<file path="src/rtl/adder_accum_stage.sv">
// rtl/adder_accum_stage.sv - per-packet accumulator for 4-bit prefix adder results
// Optional clamp-on-overflow build: define ADDER_ACCUM_SAT_EN.
module adder_accum_stage #(
  parameter int ACC_W = 12,
  parameter int CNT_W = 8
) (
  input  logic             clk,
  input  logic             rst,
  input  logic             in_valid,
  output logic             in_ready,
  input  logic [3:0]       in_sum,
  input  logic             in_cout,
  input  logic             in_last,
  output logic             out_valid,
  input  logic             out_ready,
  output logic [ACC_W-1:0] out_sum,
  output logic [CNT_W-1:0] out_count,
  output logic             out_ovf
);

  typedef enum logic [1:0] {
    IDLE  = 2'd0,
    ACCUM = 2'd1,
    HOLD  = 2'd2
  } state_t;

  state_t           state, state_n;
  logic [ACC_W-1:0] acc, acc_n;
  logic [CNT_W-1:0] cnt, cnt_n;
  logic             ovf, ovf_n;
  logic             out_valid_n;
  logic [ACC_W-1:0] out_sum_n;
  logic [CNT_W-1:0] out_count_n;
  logic             out_ovf_n;

  logic [ACC_W:0]   beat_v;
  logic [ACC_W:0]   sum_ext;
  logic [ACC_W-1:0] acc_inc;
  logic [CNT_W-1:0] cnt_inc;
  logic             ovf_inc;
  logic             in_fire;
  logic             out_fire;

  assign in_ready = !rst && (state != HOLD);
  assign in_fire  = in_valid && in_ready;
  assign out_fire = out_valid && out_ready;

  assign beat_v  = {{(ACC_W-4){1'b0}}, in_cout, in_sum};
  assign sum_ext = {1'b0, acc} + beat_v;
  assign ovf_inc = ovf | sum_ext[ACC_W];
  // Beat count pins at all-ones instead of wrapping; the sum keeps accumulating.
  assign cnt_inc = (cnt == {CNT_W{1'b1}}) ? cnt : cnt + {{(CNT_W-1){1'b0}}, 1'b1};

`ifdef ADDER_ACCUM_SAT_EN
  assign acc_inc = (sum_ext[ACC_W] || ovf) ? {ACC_W{1'b1}} : sum_ext[ACC_W-1:0];
`else
  assign acc_inc = sum_ext[ACC_W-1:0];
`endif

  always_comb begin
    state_n     = state;
    acc_n       = acc;
    cnt_n       = cnt;
    ovf_n       = ovf;
    out_valid_n = out_valid;
    out_sum_n   = out_sum;
    out_count_n = out_count;
    out_ovf_n   = out_ovf;

    case (state)
      IDLE: begin
        if (in_fire) begin
          if (in_last) begin
            out_sum_n   = beat_v[ACC_W-1:0];
            out_count_n = {{(CNT_W-1){1'b0}}, 1'b1};
            out_ovf_n   = 1'b0;
            out_valid_n = 1'b1;
            state_n     = HOLD;
          end else begin
            acc_n   = beat_v[ACC_W-1:0];
            cnt_n   = {{(CNT_W-1){1'b0}}, 1'b1};
            ovf_n   = 1'b0;
            state_n = ACCUM;
          end
        end
      end

      ACCUM: begin
        if (in_fire) begin
          if (in_last) begin
            out_sum_n   = acc_inc;
            out_count_n = cnt_inc;
            out_ovf_n   = ovf_inc;
            out_valid_n = 1'b1;
            state_n     = HOLD;
          end else begin
            acc_n = acc_inc;
            cnt_n = cnt_inc;
            ovf_n = ovf_inc;
          end
        end
      end

      HOLD: begin
        // Result registers are left as-is after hand-off; only the running state clears.
        if (out_fire) begin
          out_valid_n = 1'b0;
          acc_n       = '0;
          cnt_n       = '0;
          ovf_n       = 1'b0;
          state_n     = IDLE;
        end
      end

      default: begin
        state_n     = IDLE;
        out_valid_n = 1'b0;
      end
    endcase
  end

  always_ff @(posedge clk) begin
    if (rst) begin
      state     <= IDLE;
      acc       <= '0;
      cnt       <= '0;
      ovf       <= 1'b0;
      out_valid <= 1'b0;
      out_sum   <= '0;
      out_count <= '0;
      out_ovf   <= 1'b0;
    end else begin
      state     <= state_n;
      acc       <= acc_n;
      cnt       <= cnt_n;
      ovf       <= ovf_n;
      out_valid <= out_valid_n;
      out_sum   <= out_sum_n;
      out_count <= out_count_n;
      out_ovf   <= out_ovf_n;
    end
  end

endmodule

</file>
<file path="config.mk">
export PLATFORM = sky130hd
export DESIGN_NAME = adder_accum_stage
export DESIGN_NICKNAME = d
export VERILOG_FILES = /design/src/rtl/adder_accum_stage.sv
export SDC_FILE = /design/constraint.sdc
export NUM_CORES = 1
export LEC_CHECK = 0
export CAP_MARGIN = 20
export CORE_AREA = 2 2 91 67
export DETAILED_ROUTE_END_ITERATION = 7
export DIE_AREA = 0 0 93 69
export MAX_ROUTING_LAYER = met4
export PLACE_DENSITY_LB_ADDON = 0.05
export SYNTH_ARGS = -nofsm -noshare
export SYNTH_HDL_FRONTEND = slang
export SYNTH_SLANG_ARGS = --single-unit
</file>
<file path="constraint.sdc">
create_clock -name clk -period 2.15 [get_ports clk]
set_input_delay 0.215 -clock clk [delete_from_list [all_inputs] [get_ports clk]]
set_output_delay 0.215 -clock clk [all_outputs]
set_load 0.1 [all_outputs]
</file>
---- Word-level counts from Yosys, hierarchy flattened ----
Cells that the tools add are included.
storage, ports and cells
  output and inout bits ................... 23
  word-level logic and storage cells ...... 79
  register bits ........................... 45
cells by class
  equal/unequal tests ..................... 13
  reduce and logical (&&, ||, !) cells .... 12
  multiplexer cells ....................... 43
  add/subtract/negate cells ............... 2
  bitwise gates (word level) .............. 1
operator list
  operator                                              number
  two-way mux 12 bit                                    9
  two-way mux 8 bit                                     10
  case mux 12 bit (3 select lines)                      1
  case mux 12 bit (2 select lines)                      1
  case mux 8 bit (3 select lines)                       1
  != test 2 bit (second input constant)                 8
  case mux 8 bit (2 select lines)                       1
  adder 12 x 5 -> 13 bit                                1
  two-way mux 1 bit                                     11
  two-way mux 2 bit                                     5
  adder 8 x 1 -> 8 bit (second input constant)          1
  equality test 8 bit (second input constant)           1
  case mux 2 bit (3 select lines)                       1
  AND reduction 6 bit                                   1
  AND reduction 5 bit                                   1
  != test 2 x 1 -> 1 bit (second input constant)        2
  case mux 1 bit (2 select lines)                       2
  AND reduction 4 bit                                   1
  logical AND 1 bit                                     3
  case mux 1 bit (3 select lines)                       1
  AND reduction 3 bit                                   1
  nonzero test 3 bit                                    1
  equality test 2 x 1 -> 1 bit (second input constant)  1
  equality test 2 bit (second input constant)           1
  5 further kinds                                       5

---- Longest topological paths before layout ----
Gate-level depths: netlist (run 1).
  word-level depth ........................ 5
  gate-level depth with buffers ........... 9
  mapped depth without buffers ............ 8

---- Worst setup path before layout (run 1) ----
No wires, ideal clock.
  kind .................................... register -> register
  start point ............................. reg state[0]
  end point ............................... reg out_valid
  path buffers ............................ 0
  data required time ...................... 2069 ps
  arrival time ............................ 2251 ps
  library setup time ...................... 81 ps
  stages on the path, launching flop included .. 6
  setup slack ............................. -182 ps
  cell sequence ........................... dfxtp_1 -> inv_1 -> ha_1 -> nor2_1 -> a31oi_1 -> nor3_1
on the way
  word-level cells in the longest chain between the ends .. 5
  elaborated cells between the ends (all ways) .. 12
ends and longest elaborated chain
  what                                     line  source
  from (decl)                              27    state_t state, state_n;
  from (signal assigned)                   133   state <= state_n;
  != test 2 bit                            44    assign in_ready = !rst && (state != HOLD);
  logical AND 1 bit                        44
  via in_ready                             10    output logic in_ready,
  logical AND 1 bit                        45    assign in_fire = in_valid && in_ready;
  != test 2 x 1 -> 1 bit (no source line)  --
  AND reduction 3 bit (no source line)     --
  to (signal assigned)                     137   out_valid <= out_valid_n;
  to (decl)                                14    output logic out_valid,
The timed path passes the listed nets, and every way through them passes these cells.
A chain may end at the register's enable or synchronous reset.

---- Final worst setup path (run 1) ----
  start point ............................. reg state[0]
  end point ............................... reg cnt[5]
on the way
  word-level cells in the longest chain between the ends .. 5
  elaborated cells between the ends (all ways) .. 14
ends and longest elaborated chain
  what                                  line  source
  != test 2 bit                         44
  logical AND 1 bit                     44
  logical AND 1 bit                     45
  != test 2 bit (no source line)        --
  AND reduction 6 bit (no source line)  --
  to (signal assigned)                  135   cnt <= cnt_n;
  to (decl)                             29    logic [CNT_W-1:0] cnt, cnt_n;
Parallel ways exist; a longest one is shown, timed or not.

==> results of run 1 <==
report_power, final:
| part | switching (mW) | total (mW) | internal, mW |
|---|---|---|---|
| Clock | 0.310 | 0.535 | 0.225 |
| Combinational | 0.236 | 0.396 | 0.159 |
| Sequential | 0.0173 | 0.875 | 0.858 |
| Total | 0.564 | 1.81 | 1.24 |
worst max-delay path, delay by kind of cell (launching register included):
kind / cells / cell delay, ps
compound gates: 2 / 570
fa+ha+maj: 1 / 250
buf+inv: 1 / 60
flops: 1 / 350
simple gates: 3 / 710
registers in the layout, indices dropped and copies added (netlist names):
register / flops
cnt: 8
out_count: 8
ovf: 1
state: 2
out_valid: 1
out_sum: 12
acc: 12
out_ovf: 1
metal layers:
layer | track usage | up-vias | wire [um]
met1 | 0.2716 | 965 | 2941
met5 | - | - | 0
li1 | - | 1120 | -
met2 | 0.2705 | 40 | 2400
met3 | 0.04372 | 6 | 259
met4 | 0.04739 | 0 | 49
area by class of cell:
| class | count | area share |
|---|---|---|
| clock buffer | 5 | 0.02315 |
| clock inverter | 3 | 0.005892 |
| inverter | 8 | 0.01010 |
| multi-input combinational | 210 | 0.4630 |
| sequential | 45 | 0.3043 |
| tap | 75 | 0.03157 |
| timing repair buffer | 57 | 0.1620 |
logic make-up (layout without fill, tap and decap cells):
family / after synthesis / after routing
adders and majority gates: 10 / 10
AOI/OAI and AO/OA: 86 / 86
muxes: 5 / 5
xor gates and xnor gates: 8 / 8
DFF: 45 / 45
and+or+nand+nor: 101 / 101
buffers and inverters: 23 / 73
stage by stage:
| stage | worst slack [ps] | hold slack, ps |
|---|---|---|
| final | 116.1 | 376.5 |
| after global routing | -55.72 | 388.6 |
| after CTS | 39.28 | 461.7 |
| after detailed placement | -276.4 | 443.0 |
| after global placement | -210.3 | 438.2 |
| after floorplan | 197.4 | 385.5 |
cells in the mapped netlist, drive strengths merged, types with 2 or more instances:
cell / count / area (um2)
buf: 8 / 57.55
nand2: 30 / 112.6
nor3: 7 / 35.03
xnor2: 4 / 35.03
a22oi: 2 / 15.01
clkbuf: 7 / 26.28
nand3: 4 / 20.02
and4: 2 / 17.52
o31ai: 2 / 15.01
nor2: 31 / 133.9
inv: 8 / 30.03
a31oi: 10 / 62.56
o22ai: 4 / 25.02
o211ai: 2 / 15.01
a32o: 2 / 20.02
nand2b: 6 / 37.54
mux2i: 5 / 50.05
or2: 2 / 12.52
a311oi: 3 / 26.28
nand3b: 4 / 30.03
a211oi: 9 / 67.56
a22o: 3 / 26.28
o31a: 3 / 27.53
a21o: 2 / 15.01
xor2: 4 / 35.03
a21oi: 13 / 65.06
or3b: 2 / 17.52
o21ai: 20 / 100.1
nor2b: 2 / 12.51
ha: 9 / 112.6
a41oi: 3 / 26.28
and3: 5 / 31.28
dfxtp: 45 / 900.9
o21a: 2 / 15.01
worst max path at each step:
stage                     startpoint         end  slack (ps)  depth (start not counted)
after global placement     in_sum[0]      acc[8]        -210                          9
after global routing        state[0]  out_sum[4]         -60                          7
after floorplan             state[0]      cnt[5]         200                          8
after detailed placement   in_sum[0]      acc[8]        -280                          9
final                       state[0]      cnt[5]         120                          7
after CTS                   state[0]         ovf          40                          8
repair_timing:
action,CTS,global route
resized for setup,0,13
endpoints found under the setup margin,0,31
buffers inserted,0,1
==> metrics.md, run 1 <==
| Metric | Value |
|---|---|
| Clk_skew | `approximately 6.6 ps` |
| Complex-gate fraction of the synthesized area | `0.2447` |
| Min-Delay Endpoint | `acc[0]` |
| Register area | `about 900 um2` |
| Adder-cell share of the synthesized area | `0.05638` |
| Syn_area_per_cell | `around 8.5 um2` |
| First-pass GRT wire length | `a little under 10000 um` |
| Fin area | `~3000 um2` |
| Die X | `approximately 93 um` |
| Async SR Flop Fraction | `0` |
| Cell Count, Final, Fillers Out | `approximately 400` |
| Maximum clock insertion buffer count | `2` |
| Nets | `about 350` |
| End of the worst register-to-register path | `cnt[5]` |
| Status | `finished clean` |
| Commonest non-fill, non-tap cells in the layout | `buf_4 (45), dfxtp_1 (42), nand2_1 (29)` |
| Post-synthesis register bit count | `45` |
| Worst skew pair latency | `approximately 300 ps` |
| Via count | `~2100` |
| Max cap viols | `0` |
| Reg2reg path depth | `7` |
| Placed Instance Area | `between 2000 and 3000 um2` |
| Number of synthesis warnings | `0` |
| Worst path max stage delay | `440 ps` |
| Simple logic cell fraction of the synthesized area | `0.2165` |
| Vias in the first global route | `about 2000` |
| CTS tree | `built` |
| Worst vdd ir | `298.3 uV` |
| ANT nets after route | `0` |
| Critical path cell sequence | `inv_1, ha_1, or3b_4, o31a_2, nor2_4, nor2_1, a221o_1` |
| Highest clock rate | `a little under 500 MHz` |
| Layout fillers | `roughly 550` |
| CTS Buf Count | `5` |
| GR Util All Layers | `0.1898` |
| WP data required | `2350 ps` |
| Chip Height | `between 60 and 70 um` |
| Vias per cell | `approximately 5.3` |
| Num ports | `33` |
| Final-report hold violation count | `0` |
| Clk sinks | `45` |
| Synthesized area | `around 2400 um2` |
| Transition time of the tightest slew-check pin | `778.5 ps` |
| LEAKAGE | `1.128 nW` |
| Cells after Synth | `around 280` |
| CTS HTree Levels | `2` |
| Hold Startpoint | `in_sum[0]` |
| Layout cell share with drive strength beyond 1 | `0.2348` |
| Fin crit period | `around 2000 ps` |
| Post-synth EDFFs | `0` |
| Post-synthesis xor/xnor area fraction | `0.02979` |
| Synth Net Count | `298` |
| Final core occ | `0.5380` |
| Post-synthesis mux area share | `0.02128` |
| Slew headroom | `0.4791` |
| Placed cell count | `394` |
| Hold_buf cts | `0` |
| Commonest non-fill, non-tap cell in the layout | `buf_4` |
| First-pass DRT Iterations | `4` |
| Final wirelength | `between 5000 and 6000 um` |
| Std-Cell Rows | `23` |
| Core area | `between 5000 and 6000 um2` |
| DRC viols | `0` |
| Hold path depth | `4` |
| RR Startpoint | `state[0]` |
| DR iter-0 viols | `between 40 and 50` |
| GRT overflow | `0` |
| Max Slew Vio Count | `0` |
| Critical Path Fanout Max | `5` |
| Inserted Diodes | `0` |
| Die ar. | `about 6400 um2` |
| Flop-to-flop setup slack | `~120 ps` |
| Syn-to-layout area delta | `26.38%` |
| WP data arrival | `about 2200 ps` |
| Slowest stage cell, crit path | `or3b_4` |
| DPL Wire Length | `between 4000 and 5000 um` |
| RePlAce Congestion | `between 0.8 and 0.9` |
| Pwr Total | `around 1.8 mW` |
| Worst Setup Start Kind | `flip-flop` |
| Yosys cell types | `56` |
| Clock transition at path regs | `90 ps` |
| Pwr/cell area | `607.4 nW/um2` |
| Crit. End Element | `flip-flop` |
| Multi-input logic area | `~1400 um2` |
| HP Class | `in -> reg` |
| Setup TNS | `0 ps` |
| Top FF cell, synth | `dfxtp_1` |
| Largest family of logic cells by synthesized area | `compound AO/OA/AOI/OAI gates` |
| Unrepaired setup endpoints after global routing | `yes` |
| Initial Util | `0.4257` |
| # setup viols final | `0` |
| Largest net degree at the start of global routing | `29` |
| Port Buffers | `32` |
| Crit share post-route | `0.9460` |
| CTS root buffer | `clkbuf_8` |
| Wire per inst | `14.02 um` |
| Setup CP Type | `reg -> reg` |
| Sequential element share of the synthesized area | `0.3830` |
| Initial antenna violation count | `0` |
No activity file was read; power rests on OpenSTA's default activity.
==> run 2: changes to the inputs <==
CORE_AREA = 4 4 103 76   (was 2 2 91 67)
DIE_AREA = 0 0 107 80   (was 0 0 93 69)
==> metrics.md, run 2 (synthesized netlist as in run 1, its figures left out) <==
| Metric | Value |
|---|---|
| Chip Height | `80 um (was 69 um)` |
| Num ports | `33 (unchanged)` |
| GR Util All Layers | `0.1552 (was 0.1898)` |
| LEAKAGE | `1.198 nW (was 1.128 nW)` |
| Slew headroom | `0.6626 (was 0.4791)` |
| Max cap viols | `0 (unchanged)` |
| Clk sinks | `45 (unchanged)` |
| Most Crowded Layer GR | `met2 (was met1)` |
| Commonest non-fill, non-tap cells in the layout | `buf_4 (55), dfxtp_1 (44), nand2_1 (29) (was buf_4 (45), dfxtp_1 (42), nand2_1 (29))` |
| Critical Path Fanout Max | `4 (was 5)` |
| Initial antenna violation count | `0 (unchanged)` |
| CTS HTree Levels | `2 (unchanged)` |
| # setup viols final | `0 (unchanged)` |
| Met3 Use GR | `0.02910 (was 0.04372)` |
| Via count | `2200 (was 2131)` |
| Clk_skew | `6.058 ps (was 6.595 ps)` |
| First-pass GRT wire length | `10350 um (was 9632 um)` |
| Crit share post-route | `0.9528 (was 0.9460)` |
| Pwr/cell area | `635.1 nW/um2 (was 607.4 nW/um2)` |
| Maximum clock insertion buffer count | `2 (unchanged)` |
| Highest clock rate | `488.2 MHz (was 491.7 MHz)` |
| Hold_ws | `255.1 ps (was 376.5 ps)` |
| Final-report hold violation count | `0 (unchanged)` |
| Worst vdd ir | `266.7 uV (was 298.3 uV)` |
| Port Buffers | `32 (unchanged)` |
| M1 GR Usage | `0.2206 (was 0.2716)` |
| Core area | `6694 um2 (was 5525 um2)` |
| Clock transition at path regs | `90 ps (about the same)` |
| Vias per cell | `5.093 (was 5.288)` |
| Status | `finished clean (unchanged)` |
| Vias in the first global route | `2058 (was 2025)` |
| Layout cell share with drive strength beyond 1 | `0.2574 (was 0.2348)` |
| Setup CP Type | `in -> reg (was reg -> reg)` |
| Die X | `107 um (was 93 um)` |
| Setup TNS | `0 ps (unchanged)` |
| Biggest regs | `acc x12, out_sum x12 (unchanged)` |
| Slowest stage cell, crit path | `clkdlybuf4s50_1 (was or3b_4)` |
| CTS Buf Count | `5 (unchanged)` |
| Worst Setup Start Kind | `input pin (was flip-flop)` |
| Critical path cell sequence | `clkdlybuf4s50_1, ha_1, nor2b_2, o31a_1, buf_4, or2_2, a41oi_1, a31oi_1 (was inv_1, ha_1, or3b_4, o31a_2, nor2_4, nor2_1, a221o_1)` |
| Final core occ | `0.4652 (was 0.5380)` |
| Wire per inst | `14.25 um (was 14.02 um)` |
| Nets | `357 (was 347)` |
| DPL Wire Length | `4592 um (was 4192 um)` |
| Commonest non-fill, non-tap cell in the layout | `buf_4 (unchanged)` |
| RePlAce Congestion | `0.8450 (was 0.8374)` |
| Max Slew Vio Count | `0 (unchanged)` |
| WP data required | `2330 ps (was 2350 ps)` |
| Crit. End Element | `flip-flop (unchanged)` |
| CTS root buffer | `clkbuf_8 (unchanged)` |
| Worst skew pair latency | `300 ps (about the same)` |
| Hold_buf cts | `0 (unchanged)` |
| DR iter-0 viols | `100 (was 48)` |
| HP Class | `in -> reg (unchanged)` |
| Kind of cell adding the most delay to the critical path | `compound AO/OA/AOI/OAI gates (was simple AND/OR/NAND/NOR gates)` |
| WP data arrival | `2230 ps (about the same)` |
| Inserted Diodes | `0 (unchanged)` |
| Largest net degree at the start of global routing | `20 (was 29)` |
| GRT overflow | `0 (unchanged)` |
| Transition time of the tightest slew-check pin | `505.6 ps (was 778.5 ps)` |
| Worst path max stage delay | `420 ps (was 440 ps)` |
| Met2 Usage GRT | `0.2274 (was 0.2705)` |
| Final wirelength | `6158 um (was 5650 um)` |
| Initial Util | `0.3514 (was 0.4257)` |
| DRC viols | `0 (unchanged)` |
| Std-Cell Rows | `25 (was 23)` |
| Die ar. | `8560 um2 (was 6417 um2)` |
| Fin crit period | `2048 ps (was 2034 ps)` |
| CP bufs+invs | `2 (was 1)` |
| First-pass DRT Iterations | `4 (unchanged)` |
| Syn-to-layout area delta | `32.39% (was 26.38%)` |
| CTS tree | `built (unchanged)` |
| ANT nets after route | `0 (unchanged)` |
[run 2: cell count changes in the layout (fill, tap and decap cells not counted), moves of 2 or more]
cell and delta:
buf_4 +10, clkinv_2 -2, dfxtp_1 +2, dfxtp_2 -2
[run 2: worst min-delay path, stage by stage]
cell,delay (ps)
dlymetal6s2s_1,150
nand2_1,70
a311oi_1,80
[run 2: layout make-up]
class / instances / area [um2]
fillers: 699 / 3580
multi-input cells: 210 / 1388
flip-flops and latches: 45 / 902.1
repair buffers: 67 / 556.8
well taps: 94 / 117.6
clock buffers: 6 / 82.58
clock inverters: 2 / 37.54
inverters: 8 / 30.03
[run 2: timing repair]
| item | in CTS | in global routing |
|---|---|---|
| buffers inserted | 0 | 2 |
| pin swaps | 0 | 4 |
| resized for setup | 2 | 13 |
| setup endpoints to repair | 2 | 31 |
[run 2: final timing paths]
kind                                   from           to  slack, ps  cells after the start
worst min-delay path              in_sum[0]       acc[0]        260                      3
worst max-delay path              in_sum[2]      acc[10]        100                      8
worst min register to register  out_sum[10]  out_sum[10]        460                      2
worst max register to register     state[0]       cnt[5]        110                      7
[run 2: report_power, final]
part	total [mW]	switching, mW	internal, mW
combinational	0.420	0.245	0.175
sequential	0.873	0.0158	0.857
clock	0.685	0.307	0.378
[run 2: per-stage QoR]
stage	instances	total power, mW	instance area [um2]	setup slack, ps
floorplan	278	1.153	2356	197.4
global placement	422	1.295	2925	-219.4
detailed placement	422	1.295	2925	-317.5
CTS	430	1.995	3053	-7.196
global route	432	2.079	3114	-4.279
finish	432	1.978	3114	101.6
[run 2: metal layers]
| metal | wire length (um) | vias to the layer above |
|---|---|---|
| li1 | - | 1134 |
| met1 | 3269 | 1027 |
| met2 | 2619 | 35 |
| met3 | 234 | 4 |
| met4 | 35 | 0 |
| met5 | 0 | - |
==> run 3: changes to the inputs <==
CTS_BUF_LIST = sky130_fd_sc_hd__clkbuf_8   (was unset)
PLACE_DENSITY_LB_ADDON = 0.2   (was 0.05)
==> metrics.md, run 3 (synthesized netlist as in run 1, its figures left out) <==
| Metric | Value |
|---|---|
| RePlAce Congestion | `0.8026 (was 0.8450)` |
| Vias per cell | `5.119 (was 5.093)` |
| Commonest non-fill, non-tap cell in the layout | `buf_4 (unchanged)` |
| M1 GR Usage | `0.2034 (was 0.2206)` |
| Worst path max stage delay | `450 ps (was 420 ps)` |
| Worst Slack Setup Final | `115.6 ps (was 101.6 ps)` |
| Std-Cell Rows | `25 (unchanged)` |
| Final-report hold violation count | `0 (unchanged)` |
| Num ports | `33 (unchanged)` |
| First-pass GRT wire length | `9963 um (was 10350 um)` |
| ANT nets after route | `0 (unchanged)` |
| Hold_ws | `266.2 ps (was 255.1 ps)` |
| Met3 Use GR | `0.03072 (was 0.02910)` |
| HP Class | `in -> reg (unchanged)` |
| Crit share post-route | `0.9462 (was 0.9528)` |
| Most Crowded Layer GR | `met2 (unchanged)` |
| Met2 Usage GRT | `0.2205 (was 0.2274)` |
| Pre-CTS setup slack | `-324.5 ps (was -317.5 ps)` |
| Worst Setup Start Kind | `flip-flop (was input pin)` |
| CTS root buffer | `clkbuf_8 (unchanged)` |
| Die X | `107 um (unchanged)` |
| Vias in the first global route | `2070 (was 2058)` |
| Initial Util | `0.3514 (unchanged)` |
| Fin area | `3048 um2 (was 3114 um2)` |
| Setup TNS | `0 ps (unchanged)` |
| Status | `finished clean (unchanged)` |
| First-pass DRT Iterations | `4 (unchanged)` |
| Transition time of the tightest slew-check pin | `510.6 ps (was 505.6 ps)` |
| Pwr/cell area | `599.1 nW/um2 (was 635.1 nW/um2)` |
| Worst vdd ir | `287.7 uV (was 266.7 uV)` |
| DPL Wire Length | `4475 um (was 4592 um)` |
| Slowest stage cell, crit path | `or3b_1 (was clkdlybuf4s50_1)` |
| Inserted Diodes | `0 (unchanged)` |
| Syn-to-layout area delta | `29.57% (was 32.39%)` |
| DRC viols | `0 (unchanged)` |
| Layout cell share with drive strength beyond 1 | `0.2462 (was 0.2574)` |
| Clk sinks | `45 (unchanged)` |
| Initial antenna violation count | `0 (unchanged)` |
| Core area | `6694 um2 (unchanged)` |
| Final core occ | `0.4553 (was 0.4652)` |
| GR Util All Layers | `0.1481 (was 0.1552)` |
| Max cap viols | `0 (unchanged)` |
| LEAKAGE | `1.158 nW (was 1.198 nW)` |
| Die ar. | `8560 um2 (unchanged)` |
| Commonest non-fill, non-tap cells in the layout | `buf_4 (51), dfxtp_1 (44), nand2_1 (29) (was buf_4 (55), dfxtp_1 (44), nand2_1 (29))` |
| DR iter-0 viols | `99 (was 100)` |
| Highest clock rate | `491.5 MHz (was 488.2 MHz)` |
| Fin crit period | `2034 ps (was 2048 ps)` |
| Nets | `352 (was 357)` |
| Critical path cell sequence | `inv_1, ha_1, or3b_1, o31a_4, nor2_4, nor2_1, a221o_1 (was clkdlybuf4s50_1, ha_1, nor2b_2, o31a_1, buf_4, or2_2, a41oi_1, a31oi_1)` |
| Wire per inst | `13.85 um (was 14.25 um)` |
| WP data required | `2350 ps (was 2330 ps)` |
| Chip Height | `80 um (unchanged)` |
| CTS HTree Levels | `2 (unchanged)` |
| Placed Instance Area | `2888 um2 (was 2925 um2)` |
| CTS Buf Count | `5 (unchanged)` |
| Maximum clock insertion buffer count | `2 (unchanged)` |
| CTS tree | `built (unchanged)` |
| Biggest regs | `acc x12, out_sum x12 (unchanged)` |
| Worst skew pair latency | `300 ps (about the same)` |
| Setup CP Type | `reg -> reg (was in -> reg)` |
| Layout fillers | `696 (was 699)` |
| Final wirelength | `5915 um (was 6158 um)` |
| Clk_skew | `13.66 ps (was 6.058 ps)` |
| Crit. End Element | `flip-flop (unchanged)` |
| Unrepaired setup endpoints after global routing | `yes` |
| Largest net degree at the start of global routing | `29 (was 20)` |
| Cell Count, Final, Fillers Out | `427 (was 432)` |
| Critical Path Fanout Max | `5 (was 4)` |
| Via count | `2186 (was 2200)` |
| WP data arrival | `2230 ps (about the same)` |
| Pwr Total | `1.826 mW (was 1.978 mW)` |
| Placed cell count | `417 (was 422)` |
| Max Slew Vio Count | `0 (unchanged)` |
| Port Buffers | `32 (unchanged)` |
| Clock transition at path regs | `90 ps (about the same)` |
| # setup viols final | `0 (unchanged)` |
| Slew headroom | `0.6592 (was 0.6626)` |
| GRT overflow | `0 (unchanged)` |
run 3: routing by layer:
metal	routed length, um	up-vias
met5	0	-
li1	-	1129
met4	62	0
met1	2990	1002
met3	334	8
met2	2528	47
run 3: final cells by class:
cell class | count | area [um2] | share of cell area
Clock buffer | 5 | 68.82 | 0.02258
Clock inverter | 3 | 21.27 | 0.006979
Inverter | 8 | 30.03 | 0.009852
Multi-Input combinational cell | 210 | 1393 | 0.4569
Sequential cell | 45 | 902.1 | 0.2960
Tap cell | 94 | 117.6 | 0.03859
Timing Repair Buffer | 62 | 515.5 | 0.1691
run 3: where the power goes:
group | internal [mW] | switching (mW) | total (mW) | leakage (nW)
combinational | 0.167 | 0.243 | 0.410 | 0.748
clock | 0.231 | 0.312 | 0.543 | 0.0445
sequential | 0.857 | 0.0151 | 0.872 | 0.365
run 3: path summary, 6_finish.rpt:
check               startpoint            to  slack (ps)  cells past startpoint
setup / recovery      state[0]        cnt[5]         120                      7
hold / removal       in_sum[0]        acc[0]         270                      3
setup reg to reg      state[0]        cnt[5]         120                      7
hold reg to reg   out_count[2]  out_count[2]         460                      2
run 3: what timing repair did:
| item | CTS | global route |
|---|---|---|
| buffers inserted | 2 | 0 |
| setup endpoints to repair | 1 | 23 |
| gates resized for setup | 0 | 13 |
| pin swaps | 1 | 1 |
| hold buffers | 0 | 0 |
run 3: worst max-delay path: cells and delay by family (launching register included):
kind	cells	cell delay (ps)
AO/OA/AOI/OAI	2	550
adder cells (fa/ha/maj)	1	260
buffers and inverters	1	70
flip-flops	1	360
AND/OR/NAND/NOR	3	710
